## config.mk

```make
export PLATFORM = sky130hd
export DESIGN_NAME = irq_stamp
export DESIGN_NICKNAME = d
export VERILOG_FILES = /design/src/rtl/irq_stamp.sv
export SDC_FILE = /design/constraint.sdc
export NUM_CORES = 1
export LEC_CHECK = 0
export BUFFER_PORTS_ARGS = -buffer_cell sky130_fd_sc_hd__buf_4
export CORE_UTILIZATION = 35
export CTS_BUF_LIST = sky130_fd_sc_hd__clkbuf_2
export DETAILED_ROUTE_END_ITERATION = 8
export PLACE_DENSITY = 0.53
export SETUP_SLACK_MARGIN = 0.02
export SLEW_MARGIN = 15
export SYNTH_ARGS = -nofsm -noshare
export SYNTH_HDL_FRONTEND = slang
export SYNTH_SLANG_ARGS = --single-unit
```

## constraint.sdc

```tcl
create_clock -name i_clk -period 3.2 [get_ports i_clk]
set_clock_uncertainty 0.15 [all_clocks]
set_input_delay 0.64 -clock i_clk [delete_from_list [all_inputs] [get_ports i_clk]]
set_output_delay 0.64 -clock i_clk [all_outputs]
set_load 0.005 [all_outputs]
```

## src/rtl/irq_stamp.sv

```systemverilog
// Per-vector interrupt arrival time stamps with valid/overrun tracking.
// Stamps and status are exposed as read-only CSRs; reading a stamp consumes it.
module irq_stamp #(
    parameter int unsigned VecSize    = 8,
    parameter int unsigned TimerWidth = 16,
    parameter logic [11:0] CsrBase    = 12'hB40
) (
    input  logic                  i_clk,
    input  logic                  i_reset,
    input  logic [TimerWidth-1:0] i_mono_timer,
    input  logic [VecSize-1:0]    i_pend,
    input  logic                  i_csr_enable,
    input  logic [11:0]           i_csr_addr,
    output logic [31:0]           o_csr_out,
    output logic [VecSize-1:0]    o_stamp_valid
);

    logic [TimerWidth-1:0] r_stamp [VecSize];
    logic [VecSize-1:0]    r_valid;
    logic [VecSize-1:0]    r_overrun;
    logic [VecSize-1:0]    r_pend_q;

    logic [VecSize-1:0]    w_rise;
    logic [VecSize-1:0]    w_rd_hit;
    logic [11:0]           w_offset;
    logic [31:0]           w_status;

    assign w_rise        = i_pend & ~r_pend_q;
    // Modulo-4096 offset keeps decode correct even if the window sits near the top.
    assign w_offset      = i_csr_addr - CsrBase;
    assign o_stamp_valid = r_valid;

    always_comb begin
        w_rd_hit = '0;
        for (int k = 0; k < VecSize; k++) begin
            w_rd_hit[k] = i_csr_enable && (w_offset == 12'(k));
        end
    end

    always_comb begin
        w_status = '0;
        w_status[VecSize-1:0]     = r_valid;
        w_status[16+VecSize-1:16] = r_overrun;
    end

    always_comb begin
        o_csr_out = '0;
        for (int k = 0; k < VecSize; k++) begin
            if (w_offset == 12'(k)) begin
                o_csr_out[TimerWidth-1:0] = r_stamp[k];
                o_csr_out[31]             = r_overrun[k];
            end
        end
        if (w_offset == 12'(VecSize)) begin
            o_csr_out = w_status;
        end
    end

    always_ff @(posedge i_clk) begin
        if (i_reset) begin
            r_pend_q  <= '0;
            r_valid   <= '0;
            r_overrun <= '0;
            for (int k = 0; k < VecSize; k++) begin
                r_stamp[k] <= '0;
            end
        end else begin
            r_pend_q <= i_pend;
            for (int k = 0; k < VecSize; k++) begin
                if (w_rise[k]) begin
                    // A same-cycle read consumed the old stamp, so it cannot be overrun.
                    r_stamp[k]   <= i_mono_timer;
                    r_valid[k]   <= 1'b1;
                    r_overrun[k] <= r_valid[k] & ~w_rd_hit[k];
                end else if (w_rd_hit[k]) begin
                    r_valid[k]   <= 1'b0;
                    r_overrun[k] <= 1'b0;
                end
            end
        end
    end

endmodule

```

======== Word level (Yosys, flattened, before mapping) ========
Memory sizes are Yosys's and may differ from the RTL's.
Cells that the tools add are included.
operators by class
  $add $sub $neg .......................... 1
  eq/ne operators ......................... 8
  mux-type cells .......................... 75
  bitwise operators ....................... 26
  reduce and logical (&&, ||, !) cells .... 17
operators with widths
  operator                                        number
  two-way mux 16 bit                              16
  two-way mux 1 bit                               58
  == test 12 x 3 -> 1 bit, second input constant  4
  two-way mux 32 bit                              1
  == test 12 x 2 -> 1 bit, second input constant  2
  nonzero test 2 bit                              8
  == test 12 x 1 -> 1 bit, second input constant  1
  == test 12 x 4 -> 1 bit, second input constant  1
  zero test 12 bit                                1
  subtractor 12 bit, second input constant        1
  bitwise AND 1 bit                               8
  bitwise AND 8 bit                               1
  logical AND 1 bit                               8
  NOT 1 bit                                       8
  NOT 8 bit                                       1
  bitwise OR 1 bit                                8
word-level totals
  bits in registers ....................... 24
  RAM bits ................................ 128
  input bits .............................. 39
  output and inout port bits .............. 40
  word-level logic and storage cells ...... 145
  memories kept ........................... 1
memory list
  name     words  bits a word  read ports  clocked after Yosys merged registers in  write ports  RTL line  text
  r_stamp  8      16           8           0                                        8            18        logic [TimerWidth-1:0] r_stamp [VecSize];

======== Depth between registers and ports, before layout ========
  depth in word-level cells ............... 11
  mapped depth ............................ 8
  depth with buffers taken out ............ 5

======== Worst setup path before layout ========
OpenSTA, ideal clock, no wires.
  path kind ............................... in2out
  start ................................... input i_csr_addr[7]
  end ..................................... output o_csr_out[6]
  data arrival time ....................... 2.154 ns
  required time ........................... 2.410 ns
  path slack .............................. 0.256 ns
  cell stages on the path ................. 6
  path buffers ............................ 1
  cell sequence ........................... or4b_4 buf_6 or3_4 a21oi_4 a21o_1 a2bb2oi_2
between the ends
  word-level cells in the longest chain between the ends .. 11
  elaborated cells on any way between the ends .. 19
  those cells by class .................... add/sub: 1; eq/ne: 8; mux: 9; reduce/logical: 1
ends and longest elaborated chain
  element                          RTL line  text
  start: declaration               13        input logic [11:0] i_csr_addr,
  subtractor 12 bit *              30        assign w_offset = i_csr_addr - CsrBase;
  zero test 12 bit                 49        if (w_offset == 12'(k)) begin
  two-way mux 16 bit (8 in a row)  49
  two-way mux 32 bit *             54        if (w_offset == 12'(VecSize)) begin
  end: declaration                 14        output logic [31:0] o_csr_out,
Mark *: on every way between the ends. The rest lies on a longest branch, timed or not.

======== Worst setup path in the final report ========
  start ................................... input i_csr_addr[5]
  end ..................................... output o_csr_out[10]
The elaborated chain is that of the path after synthesis.

==> reports/qor.yml <==
grt_pass1_vias: 5414
setup_viol: 13
arrival_ps: 2530
max-slew-margin-rel_pct: 28.1
ir_drop_mv: 0.180
setup-tns-final_ps: -875
max_freq_mhz: 301
hold_viol_final: 0
overflow: 0
maxSlewViolCount: 0
fin_crit_sh_pct: 104
synth-edff-count: 128
holdWs_ps: 82.9
ys_seq_area_share_pct: 60.5
min_period_ps: 3320
rsz0062_at_grt: "true"
r2r-start: "r_pend_q[2]"
r2r_cells: 2
top_usage_layer: "met2"
clockBufferDepth: 2
tightest_slew_ps: 1080
globalplace.congestion: 0.860
clk_latency_ps: 720
ys_types: 57
critical_path_required_ps: 2410
antenna_found_initial: 1
setup_slack_ps: -122
die_area_um2: 21000
p_per_area_nw_per_um2: 432
crit_start: "i_csr_addr[5]"
start_util_pct: 36.3
worstSetupPathType: "primary input to output pin"
reg2reg_slack_ps: 1390
postLayoutCellArea_um2: 9100
drt-total-wl_um: 21700
ant_nets: 0
final_net_count: 793
grt_max_degree: 49
r2r_end: "r_stamp[0][43]"
crit_end: "o_csr_out[10]"
io_pins: 79
portBuffers: 71
post-route-drc-count: 0
rows: 51
cellLeakagePower_uw: 0.00367
num_vias: 5466
syn2layout_area_growth_pct: 27.2
core_um2: 19700
grtUsageTotal_pct: 21.1
end_kind: "output pin"
grt_pass1_wl_um: 32700
met3_usage_pct: 3.87
hold_path.class: "primary input to register"
drtIter0Drc: 399
cts_sinks: 152
status: "finished with violations"
dp_hpwl_um: 15400
htree_levels: 4
cap_viol_max_count: 0
ys_ff_latch: 152
syn_area_per_cell_um2: 11.7
ctsRootBufferMaster: "clkbuf_2"
grt_util_met2_pct: 33.0
grtUsageMet1_pct: 28.8
clkTransAtPathRegs_ps: 200
drive_gt1_share_pct: 28.9
wl_per_cell_um: 21.0
die_w_um: 145
dieHeight_um: 145
syn-instance-count: 611
synthArstFlopShare_pct: 0
cts_tree: "yes"
vias_per_cell: 5.29
yosysWarnings: 0
first_pass_iters: 6
numCtsBuffers: 17
netlist_area_um2: 7150
place_area_um2: 8360
crit_fanout: 8
ys.flop_type: "edfxtp_1"
failed_checks: "setup timing"
cp-start-kind: "primary input"
-- synthesized netlist by cell type (all sizes together), types with 9 or more instances --
master | number | area, µm²
nor2b | 15 | 93.8
a21oi | 25 | 136
inv | 21 | 78.8
o21ai | 15 | 75.1
o221ai | 9 | 78.8
edfxtp | 128 | 3840
o22ai | 11 | 68.8
a22o | 18 | 158
nand3 | 15 | 75.1
nor3 | 9 | 50.1
dfxtp | 24 | 480
mux2i | 21 | 210
nand2 | 15 | 56.3
clkbuf | 25 | 93.8
nor2 | 80 | 305
a31oi | 10 | 62.6
buf | 18 | 111
nand2b | 33 | 206
and2 | 56 | 350
-- power breakdown --
part	leakage, µW	internal, µW	switching, µW
clock network	0.000162	448	693
logic	0.00192	175	268
registers	0.00159	2300	53.6
total	0.00367	2920	1010
-- flip-flops by register name, indices dropped and copies added (netlist names) --
signal,count
o_stamp_valid,8
r_overrun,8
r_pend_q,8
r_stamp,128
-- cells by family after synthesis --
logic type | after synthesis | share of synthesized area, %
other | 1 | 0.0524
and+or+nand+nor | 243 | 18.7
DFF | 152 | 60.5
muxes | 26 | 4.20
AOI/OAI and AO/OA | 125 | 12.7
buffers and inverters | 64 | 3.97
-- worst min-delay path by stage --
stage / cells after the start / start / end
global route: 2 / i_mono_timer[1] / r_stamp[1][1]
finish: 2 / i_mono_timer[1] / r_stamp[1][1]
detailed placement: 2 / o_stamp_valid[1] / o_stamp_valid[1]
floorplan: 2 / o_stamp_valid[2] / o_stamp_valid[2]
global placement: 2 / o_stamp_valid[0] / o_stamp_valid[0]
CTS: 2 / i_mono_timer[13] / r_stamp[1][29]
-- worst max-delay path, stage by stage --
cell,delay (ps)
buf_6,90
or4b_4,590
or4b_4,560
buf_12,170
o221ai_2,180
a31o_1,190
buf_4,110
-- placed cells by master, fill, tap and decap left out, drive strengths merged, types with 3 or more instances in the layout --
master and count:
conb 7, o221ai 9, nand3 15, nor3 9, buf 142, a21o 5
nand3b 4, nand2 15, nor2b 15, o22ai 11, mux4 3, inv 23
mux2i 21, a22o 18, o21ai 15, and2 56, clkinv 7, nor2 80
clkbuf 20, bufinv 3, a22oi 5, dlygate4sd3 19, a31oi 10, dfxtp 24
o2bb2ai 6, a21oi 25, a31o 8, edfxtp 128, or3 3, nand2b 33
-- layer usage --
layer  vias up  wire [µm]
met5         -          0
met4         0        542
met3        37       1160
met2       187      10100
met1      2728       9920
li1       2514          -
-- timing repair --
action / in CTS / in global routing
endpoints found under the setup margin: 16 / 17
hold buffers: 15 / 4
gates resized for setup: 35 / 13
pin swaps: 25 / 7
hold endpoints to repair: 21 / 6
setup buffers: 3 / 2
-- cell type report --
type | instances | area [µm²]
multi-input combinational | 401 | 2790
antenna | 1 | 2.50
clock buffer | 20 | 100
tap | 265 | 332
fill | 1875 | 10600
sequential | 152 | 4320
inverter | 21 | 78.8
timing repair buffer | 161 | 1320
clock inverter | 12 | 151
-- metrics by stage --
step                      util (%)  cells  power, µW  setup slack [ps]
final                         46.1   1033       3930              -122
after global routing          46.1   1033       4090              -138
after CTS                     45.5   1027       3950             -86.8
after detailed placement      42.4    977       2800              -211
after global placement        42.4    977       2790              -246
after floorplan                  -    617       2580               256
No activity file was read; power rests on OpenSTA's default activity.
